### config.mk
export PLATFORM = sky130hd
export DESIGN_NAME = tetris_move_engine_flat
export DESIGN_NICKNAME = d
export VERILOG_FILES = /design/src/rtl/tetris_pkg.sv /design/src/rtl/tetris_move_engine_if.sv /design/src/rtl/tetris_move_checker.sv /design/src/rtl/tetris_move_engine.sv /design/src/flat_wrapper.sv
export SDC_FILE = /design/constraint.sdc
export NUM_CORES = 1
export LEC_CHECK = 0
export CAP_MARGIN = 10
export CORE_ASPECT_RATIO = 0.75
export CORE_UTILIZATION = 26
export CTS_CLUSTER_DIAMETER = 200
export DETAILED_ROUTE_END_ITERATION = 10
export PLACE_DENSITY = 0.54
export SLEW_MARGIN = 20
export SYNTH_ARGS = -nofsm -noshare
export SYNTH_HDL_FRONTEND = slang
export SYNTH_SLANG_ARGS = --single-unit
### constraint.sdc
create_clock -name clk_i -period 12.8 [get_ports clk_i]
set_clock_uncertainty 0.05 [all_clocks]
set_input_delay 2.56 -clock clk_i [delete_from_list [all_inputs] [get_ports clk_i]]
set_output_delay 2.56 -clock clk_i [all_outputs]
set_load 0.05 [all_outputs]
### src/rtl/tetris_pkg.sv
// Shared Tetris definitions: field geometry, move codes, block descriptor and
// the tetromino rotation table used by the move engine.
package tetris_pkg;

  localparam int FIELD_ROW_CNT       = 20;
  localparam int FIELD_COL_CNT       = 10;
  localparam int EXT_ROW             = FIELD_ROW_CNT + 1;
  localparam int EXT_COL             = FIELD_COL_CNT + 2;
  localparam int TETRIS_COLORS_WIDTH = 4;
  localparam int X_W                 = 4;
  localparam int Y_W                 = 5;

  typedef enum logic [2:0] {
    MOVE_LEFT,
    MOVE_RIGHT,
    MOVE_DOWN,
    MOVE_ROTATE,
    MOVE_APPEAR
  } move_t;

  typedef enum logic [1:0] {
    CHK_IDLE,
    CHK_EVAL,
    CHK_REPORT
  } chk_state_t;

  // data[rotation][row][col]; each rotation is a row-major 4x4 with col 0 as MSB
  typedef logic [0:3][0:3][0:3] block_data_t;

  typedef struct packed {
    block_data_t                    data;
    logic [1:0]                     rotation;
    logic [X_W-1:0]                 x;
    logic [Y_W-1:0]                 y;
    logic [TETRIS_COLORS_WIDTH-1:0] color;
  } block_info_t;

  typedef logic [EXT_ROW-1:0][EXT_COL-1:0] field_t;

  function automatic block_data_t shape_data(input logic [2:0] idx);
    case (idx)
      3'd0:    return {16'h0F00, 16'h2222, 16'h00F0, 16'h4444};
      3'd1:    return {16'h6600, 16'h6600, 16'h6600, 16'h6600};
      3'd2:    return {16'h4E00, 16'h4640, 16'h0E40, 16'h4C40};
      3'd3:    return {16'h6C00, 16'h4620, 16'h06C0, 16'h8C40};
      3'd4:    return {16'hC600, 16'h2640, 16'h0C60, 16'h4C80};
      3'd5:    return {16'h8E00, 16'h6440, 16'h0E20, 16'h44C0};
      default: return {16'h2E00, 16'h4460, 16'h0E80, 16'hC440};
    endcase
  endfunction

  // Colour 0 is empty and 1 is wall, so shapes start at 2
  function automatic block_info_t spawn_block(input logic [15:0] lfsr);
    block_info_t b;
    logic [2:0]  idx;
    idx        = (lfsr[2:0] == 3'd7) ? 3'd0 : lfsr[2:0];
    b.data     = shape_data(idx);
    b.rotation = 2'd0;
    b.x        = X_W'(EXT_COL / 2 - 2);
    b.y        = '0;
    b.color    = {1'b0, idx} + 4'd2;
    return b;
  endfunction

  function automatic logic signed [1:0] move_dx(input move_t m);
    case (m)
      MOVE_LEFT:  return -2'sd1;
      MOVE_RIGHT: return 2'sd1;
      default:    return 2'sd0;
    endcase
  endfunction

  function automatic logic signed [1:0] move_dy(input move_t m);
    return (m == MOVE_DOWN) ? 2'sd1 : 2'sd0;
  endfunction

endpackage

### src/rtl/tetris_move_engine_if.sv
// Bundle between the game FSM (master) and the move engine (slave).
interface tetris_move_engine_if;
  import tetris_pkg::*;

  logic               run_i;
  move_t              req_move_i;
  block_info_t        block_i;
  field_t             field_i;
  logic               done_o;
  logic               can_move_o;
  logic signed [1:0]  move_x_o;
  logic signed [1:0]  move_y_o;
  logic               next_en_i;
  block_info_t        next_block_o;
  logic               sys_srst_i;
  logic               level_changed_i;
  logic               sys_event_o;

  modport master (
    output run_i, req_move_i, block_i, field_i, next_en_i, sys_srst_i, level_changed_i,
    input  done_o, can_move_o, move_x_o, move_y_o, next_block_o, sys_event_o
  );

  modport slave (
    input  run_i, req_move_i, block_i, field_i, next_en_i, sys_srst_i, level_changed_i,
    output done_o, can_move_o, move_x_o, move_y_o, next_block_o, sys_event_o
  );

endinterface

### src/rtl/tetris_move_checker.sv
// Collision check of one requested move: latch, evaluate the 4x4 candidate,
// then report with a one-cycle done pulse two cycles after run.
module tetris_move_checker
  import tetris_pkg::*;
(
  input  logic              clk_i,
  input  logic              rst_i,
  input  logic              run_i,
  input  move_t             req_move_i,
  input  block_info_t       block_i,
  input  field_t            field_i,
  output logic              done_o,
  output logic              can_move_o,
  output logic signed [1:0] move_x_o,
  output logic signed [1:0] move_y_o
);

  localparam int XI = X_W + 1;
  localparam int YI = Y_W + 1;
  localparam logic signed [XI-1:0] COL_LIM = XI'(EXT_COL);
  localparam logic signed [YI-1:0] ROW_LIM = YI'(EXT_ROW);

  chk_state_t state, state_nxt;
  logic       report_c;

  block_data_t       lat_data;
  logic [1:0]        lat_rot;
  logic [X_W-1:0]    lat_x;
  logic [Y_W-1:0]    lat_y;
  field_t            lat_field;
  logic signed [1:0] lat_dx, lat_dy;
  logic              hit_c, hit_q;

  logic signed [XI-1:0] base_col, col;
  logic signed [YI-1:0] base_row, row;

  logic unused_color;
  assign unused_color = ^block_i.color;

  always_ff @(posedge clk_i) begin
    if (rst_i) state <= CHK_IDLE;
    else       state <= state_nxt;
  end

  // A new run always restarts the sequence and cancels a pending report
  always_comb begin
    state_nxt = state;
    report_c  = 1'b0;
    if (run_i) begin
      state_nxt = CHK_EVAL;
    end else begin
      case (state)
        CHK_EVAL:   state_nxt = CHK_REPORT;
        CHK_REPORT: begin
          state_nxt = CHK_IDLE;
          report_c  = 1'b1;
        end
        default:    state_nxt = CHK_IDLE;
      endcase
    end
  end

  assign base_col = $signed({1'b0, lat_x}) + XI'(lat_dx);
  assign base_row = $signed({1'b0, lat_y}) + YI'(lat_dy);

  always_comb begin
    hit_c = 1'b0;
    col   = '0;
    row   = '0;
    for (int r = 0; r < 4; r++) begin
      for (int c = 0; c < 4; c++) begin
        col = base_col + XI'(c);
        row = base_row + YI'(r);
        if (lat_data[lat_rot][r][c]) begin
          if (col[XI-1] || col >= COL_LIM || row[YI-1] || row >= ROW_LIM)
            hit_c = 1'b1;
          else if (lat_field[row[Y_W-1:0]][col[X_W-1:0]])
            hit_c = 1'b1;
        end
      end
    end
  end

  always_ff @(posedge clk_i) begin
    if (rst_i) begin
      lat_data   <= '0;
      lat_rot    <= '0;
      lat_x      <= '0;
      lat_y      <= '0;
      lat_field  <= '0;
      lat_dx     <= '0;
      lat_dy     <= '0;
      hit_q      <= 1'b0;
      done_o     <= 1'b0;
      can_move_o <= 1'b0;
      move_x_o   <= '0;
      move_y_o   <= '0;
    end else begin
      if (run_i) begin
        lat_data  <= block_i.data;
        lat_rot   <= (req_move_i == MOVE_ROTATE) ? block_i.rotation + 2'd1 : block_i.rotation;
        lat_x     <= block_i.x;
        lat_y     <= block_i.y;
        lat_field <= field_i;
        lat_dx    <= move_dx(req_move_i);
        lat_dy    <= move_dy(req_move_i);
      end
      if (state == CHK_EVAL) hit_q <= hit_c;
      done_o <= report_c;
      if (report_c) begin
        can_move_o <= ~hit_q;
        move_x_o   <= lat_dx;
        move_y_o   <= lat_dy;
      end
    end
  end

endmodule

### src/rtl/tetris_move_engine.sv
// Move/timing helper for the game FSM: collision checker, next-block LFSR
// and level-dependent gravity tick.
module tetris_move_engine
  import tetris_pkg::*;
#(
  parameter int          TICK_INIT = 25_000_000,
  parameter int          TICK_STEP = 2_500_000,
  parameter int          TICK_MIN  = 2_500_000,
  parameter logic [15:0] LFSR_SEED = 16'hACE1
) (
  input logic                 clk_i,
  input logic                 rst_i,
  tetris_move_engine_if.slave bus
);

  localparam int CNT_W = $clog2(TICK_INIT + 1);
  localparam logic [CNT_W-1:0] P_INIT  = CNT_W'(TICK_INIT);
  localparam logic [CNT_W-1:0] P_STEP  = CNT_W'(TICK_STEP);
  localparam logic [CNT_W-1:0] P_MIN   = CNT_W'(TICK_MIN);
  localparam logic [CNT_W-1:0] P_SAT   = CNT_W'(TICK_MIN + TICK_STEP);
  localparam logic [CNT_W-1:0] P_ONE   = CNT_W'(1);

  logic [15:0]      lfsr, lfsr_nxt;
  block_info_t      next_block_q;
  logic [CNT_W-1:0] tick_cnt, tick_period;
  logic             tick_q;

  tetris_move_checker u_checker (
    .clk_i      (clk_i),
    .rst_i      (rst_i),
    .run_i      (bus.run_i),
    .req_move_i (bus.req_move_i),
    .block_i    (bus.block_i),
    .field_i    (bus.field_i),
    .done_o     (bus.done_o),
    .can_move_o (bus.can_move_o),
    .move_x_o   (bus.move_x_o),
    .move_y_o   (bus.move_y_o)
  );

  // Right-shifting Galois form of the x^16+x^14+x^13+x^11+1 polynomial
  assign lfsr_nxt = {1'b0, lfsr[15:1]} ^ (lfsr[0] ? 16'hB400 : 16'h0000);

  always_ff @(posedge clk_i) begin
    if (rst_i) begin
      lfsr         <= LFSR_SEED;
      next_block_q <= spawn_block(LFSR_SEED);
    end else if (bus.next_en_i) begin
      lfsr         <= lfsr_nxt;
      next_block_q <= spawn_block(lfsr_nxt);
    end
  end

  assign bus.next_block_o = next_block_q;

  // ">=" keeps the tick alive if a speed-up shrinks the period below the count
  always_ff @(posedge clk_i) begin
    if (rst_i || bus.sys_srst_i) begin
      tick_cnt    <= '0;
      tick_period <= P_INIT;
      tick_q      <= 1'b0;
    end else begin
      if (bus.level_changed_i)
        tick_period <= (tick_period >= P_SAT) ? tick_period - P_STEP : P_MIN;
      if (tick_cnt >= tick_period - P_ONE) begin
        tick_cnt <= '0;
        tick_q   <= 1'b1;
      end else begin
        tick_cnt <= tick_cnt + P_ONE;
        tick_q   <= 1'b0;
      end
    end
  end

  assign bus.sys_event_o = tick_q;

endmodule

### src/flat_wrapper.sv
// flat-port wrapper written by rule: the top's interface ports become plain ports
module tetris_move_engine_flat import tetris_pkg::*;
#(
  parameter int          TICK_INIT = 25_000_000,
  parameter int          TICK_STEP = 2_500_000,
  parameter int          TICK_MIN  = 2_500_000,
  parameter logic [15:0] LFSR_SEED = 16'hACE1
)
  (clk_i, rst_i, bus_run_i, bus_req_move_i, bus_block_i, bus_field_i, bus_next_en_i, bus_sys_srst_i, bus_level_changed_i, bus_done_o, bus_can_move_o, bus_move_x_o, bus_move_y_o, bus_next_block_o, bus_sys_event_o);
  tetris_move_engine_if bus_i ();
  input logic clk_i;
  input logic rst_i;
  input wire logic [$bits(bus_i.run_i)-1:0] bus_run_i;
  input wire logic [$bits(bus_i.req_move_i)-1:0] bus_req_move_i;
  input wire logic [$bits(bus_i.block_i)-1:0] bus_block_i;
  input wire logic [$bits(bus_i.field_i)-1:0] bus_field_i;
  input wire logic [$bits(bus_i.next_en_i)-1:0] bus_next_en_i;
  input wire logic [$bits(bus_i.sys_srst_i)-1:0] bus_sys_srst_i;
  input wire logic [$bits(bus_i.level_changed_i)-1:0] bus_level_changed_i;
  output wire logic [$bits(bus_i.done_o)-1:0] bus_done_o;
  output wire logic [$bits(bus_i.can_move_o)-1:0] bus_can_move_o;
  output wire logic [$bits(bus_i.move_x_o)-1:0] bus_move_x_o;
  output wire logic [$bits(bus_i.move_y_o)-1:0] bus_move_y_o;
  output wire logic [$bits(bus_i.next_block_o)-1:0] bus_next_block_o;
  output wire logic [$bits(bus_i.sys_event_o)-1:0] bus_sys_event_o;
  assign bus_i.run_i = bus_run_i;
  assign bus_i.req_move_i = bus_req_move_i;
  assign bus_i.block_i = bus_block_i;
  assign bus_i.field_i = bus_field_i;
  assign bus_i.next_en_i = bus_next_en_i;
  assign bus_i.sys_srst_i = bus_sys_srst_i;
  assign bus_i.level_changed_i = bus_level_changed_i;
  assign bus_done_o = bus_i.done_o;
  assign bus_can_move_o = bus_i.can_move_o;
  assign bus_move_x_o = bus_i.move_x_o;
  assign bus_move_y_o = bus_i.move_y_o;
  assign bus_next_block_o = bus_i.next_block_o;
  assign bus_sys_event_o = bus_i.sys_event_o;
  tetris_move_engine #(.TICK_INIT(TICK_INIT), .TICK_STEP(TICK_STEP), .TICK_MIN(TICK_MIN), .LFSR_SEED(LFSR_SEED)) u_core (.clk_i(clk_i), .rst_i(rst_i), .bus(bus_i));
endmodule
==> flow_summary_export.csv <==
group,metric,value,unit
run_status,status,"finished, final reports clean",
die,core,0.108,mm2
global_route,grt_pass1_vias,22900,
synthesis,ys_types,94,
critical_path,path_max_fanout,52,
timing,maxSlewViolCount,0,
synthesis,synthFlopType,"dfxtp_1",
drt,drtIter0Drc,2696,
critical_path,critPathMaxStageDelay,700,ps
pwr,ir_worst_vdd,0.0923,mV
run,drv_cap,0,
die,io_pins,426,
die,die_width,385,um
synthesis,synthTopCellsByArea,"dfxtp_1 (29%), mux4_2 (17%), mux2i_1 (16%), nor2_1 (6.1%), buf_4 (2.1%)",
synthesis,async_flop_share,0,%
clocking,cts_setup_buffers,0,
timing,tns,0,ps
synthesis,synth_mux_area_share,34.5,%
place,pre_cts_ws,6290,ps
synthesis,seq_area_frac_synth,29.5,%
global_route,grt_pass1_wl,165000,um
critical_path,cpMostUsedCell,"buf_4",
global_route,antenna_found_initial,23,
clocking,cts-root-buf,"clkbuf_16",
critical_path,critPathCaptureType,"flop",
critical_path,path_buf_inv,4,
drt,ant_nets,0,
timing,fin_ws,6140,ps
global_route,grt_max_degree,126,
critical_path,critical_path_class,"flop to flop",
drt,routedWlPerCell,25.3,um
clocking,insertion_delay,610,ps
critical_path,critical-path-slowest-cell,"buf_4",
drt,drt_wl_total,117000,um
die,num_rows,104,
pwr,total_power,3.99,mW
die,die_h,289,um
synthesis,synth-edff-count,0,
synthesis,synth-compound-area-share,10.4,%
final_layout,drive_gt1_share,12.9,%
pwr,p_sw_share,32.8,%
pwr,leakage,13.4,nW
clocking,cts_resized,0,
timing,fin_crit,6660,ps
clocking,clk_pin_slew_worst_paths,70,ps
synthesis,syn_area_per_cell,9.69,um2
timing,timing.fmax,150,MHz
place,port_buffers,375,
clocking,htree_levels,2,
critical_path,path_cells,"ha_4 > ha_4 > xnor2_4 > buf_4 > inv_2 > buf_4 > ha_2 > buf_4 > or2_2 > o22ai_1 > o21ai_0 > a2bb2oi_1 > nor2_1 > a21oi_1 > o211ai_1 > nand4_1 > o2bb2ai_1 > nor4_2 > a41oi_1",
critical_path,arrival,7090,ps
synthesis,synth_top_family_by_area,"multiplexers",
synthesis,yosys_register_bits,421,
timing,hold_viol_final,0,
pwr,p_sw,1.31,mW
timing,setup_viol,0,
synthesis,synth_top_area_share,29.5,%
clocking,clock_sinks,421,
timing,finalCritPeriodShare,52.1,%
pwr,p_int,2.68,mW
critical_path,cp_top_family,"buffers and inverters",
final_layout,areaGrowthSynthToFinish,21.8,%
final_layout,nets,3542,
drt,dr.pass1.iters,6,
timing,rsz0062_at_grt,"no",
clocking,cts_tree,"yes",
min_path,hold_path.class,"flop to flop",
pwr,clkPwrFrac,35.8,%
final_layout,fillers,11100,
timing,timing.hold.ws,403,ps
clocking,cts_max_path_buffers,3,
pwr,pwr-share-seq,37.1,%
synthesis,synthAdderAreaFrac,2.00,%
timing,relSlewSlack,23.1,%
synthesis,synth_xor_area_share,2.72,%
synthesis,ys_warn_count,0,
critical_path,required,13220,ps
die,floorplan.initialDensity,26.4,%
synthesis,yosys.area.top_type,"dfxtp_1",
clocking,cts_hold_buf,0,
place,gp_congestion,0.969,
synthesis,netlist_area,0.0286,mm2
drt,route.detailed.drc,0,
critical_path,cp-start-kind,"flop",
synthesis,synth-simple-area-share,14.8,%
global_route,grt-ovfl-total,0,
die,die_area,0.111,mm2
timing,worstMarginPinSlew,1150,ps
global_route,track_usage,20.3,%
synthesis,syn_inst,2949,
pwr,powerDensity,114,mW/mm2
pwr,combPwrFrac,27.1,%
drt,via_count,24800,
clocking,cts_buffers,50,
place,dp_hpwl,88700,um
drt,viasPerCell,5.35,
==> flip-flops by register name, summed over array words and instances (netlist names) <==
| name | flops |
|---|---|
| u_core.u_checker.lat_field | 252 |
| u_core.u_checker.lat_data | 64 |
| u_core.tick_cnt | 25 |
| u_core.bus.next_block_o | 21 |
| u_core.tick_period | 20 |
| u_core.lfsr | 16 |
| u_core.u_checker.lat_y | 5 |
| u_core.u_checker.lat_x | 4 |
| u_core.u_checker.lat_dx | 2 |
| u_core.u_checker.lat_rot | 2 |
| u_core.u_checker.move_x_o | 2 |
| u_core.u_checker.state | 2 |
| u_core.bus.sys_event_o | 1 |
| u_core.u_checker.can_move_o | 1 |
| u_core.u_checker.done_o | 1 |
| u_core.u_checker.hit_q | 1 |
| u_core.u_checker.lat_dy | 1 |
| u_core.u_checker.move_y_o | 1 |
==> per-stage QoR <==
stage          cells  utilization (%)  instance area [um2]
6_report        4637             32.2                34800
3_5_place_dp    4536             30.7                33200
4_1_cts         4626             32.2                34800
3_3_place_gp    4536             30.7                33200
5_1_grt         4632             32.2                34800
2_1_floorplan   2993                -                28700
==> cell usage after synthesis (34+ instances only) <==
| cell | number |
|---|---|
| xnor2_1 | 38 |
| a31oi_1 | 34 |
| buf_4 | 79 |
| ha_1 | 44 |
| o21ai_0 | 64 |
| buf_1 | 47 |
| nor3_1 | 45 |
| nor2_1 | 466 |
| nand2_1 | 139 |
| a21oi_1 | 86 |
| mux2i_1 | 460 |
| dfxtp_1 | 421 |
| buf_2 | 37 |
| clkbuf_1 | 134 |
| mux4_2 | 216 |
| nand3_1 | 96 |
==> layout make-up <==
class	count	area [um2]	share of cell area, %
diodes	11	27.5	0.0791
clock buffers	72	1450	4.18
clock inverters	18	173	0.496
repair buffers	421	4130	11.9
multi-input cells	2230	18700	53.7
well taps	1431	1790	5.14
inverters	33	124	0.356
flip-flops and latches	421	8430	24.2
==> cells in the final DEF, fill, tap and decap left out, types with 32 or more instances in the layout <==
cell type        count
nor2_1             466
mux2i_1            460
dfxtp_1            421
clkdlybuf4s50_1    373
mux4_2             216
nand2_1            139
nand3_1             96
a21oi_1             86
o21ai_0             64
clkbuf_16           50
conb_1              46
nor3_1              45
buf_4               44
ha_1                40
xnor2_1             37
a31oi_1             34
mux2_2              32
==> worst register-to-register path, stage by stage (launching register included) <==
cell and delay (ps):
dfxtp_1 500, ha_4 250, ha_4 310, xnor2_4 140, buf_4 640, inv_2 50
buf_4 300, ha_2 690, buf_4 700, or2_2 540, o22ai_1 120, o21ai_0 440
a2bb2oi_1 210, nor2_1 330, a21oi_1 130, o211ai_1 370, nand4_1 150, o2bb2ai_1 170
nor4_2 290, a41oi_1 160
==> power groups by stage <==
stage | Clock, mW | Combinational [mW] | Sequential (mW)
floorplan | 0 | 0.704 | 1.47
global placement | 0 | 1.05 | 1.50
detailed placement | 0 | 1.05 | 1.50
CTS | 1.48 | 1.06 | 1.47
global route | 1.53 | 1.14 | 1.49
finish | 1.43 | 1.08 | 1.48
==> layer usage <==
metal | global-route usage (%) | up-vias | part of all wire [%]
met4 | 4.97 | 16 | 2.1
li1 | - | 11400 | -
met2 | 29.4 | 1056 | 43
met3 | 7.24 | 134 | 10
met1 | 28.3 | 12200 | 44
met5 | 1.98 | - | 0.33
==> kinds of logic (layout without fill, tap and decap cells) <==
| family | count (synthesis) | in the layout |
|---|---|---|
| XOR/XNOR | 74 | 74 |
| flip-flops | 421 | 421 |
| AO/OA/AOI/OAI | 423 | 423 |
| buffers and inverters | 342 | 544 |
| AND/OR/NAND/NOR | 931 | 931 |
| other | 2 | 57 |
| adder cells (fa/ha/maj) | 45 | 45 |
| multiplexers | 711 | 711 |
==> final timing paths <==
check,start,endpoint,slack (ps),cells after the start
max,u_core.u_checker.lat_dy[0],u_core.u_checker.hit_q,6140,19
min reg2reg,u_core.lfsr[7],u_core.lfsr[6],400,1
max reg2reg,u_core.u_checker.lat_dy[0],u_core.u_checker.hit_q,6140,19
min,u_core.lfsr[7],u_core.lfsr[6],400,1
(Power assumes the default switching activity.)
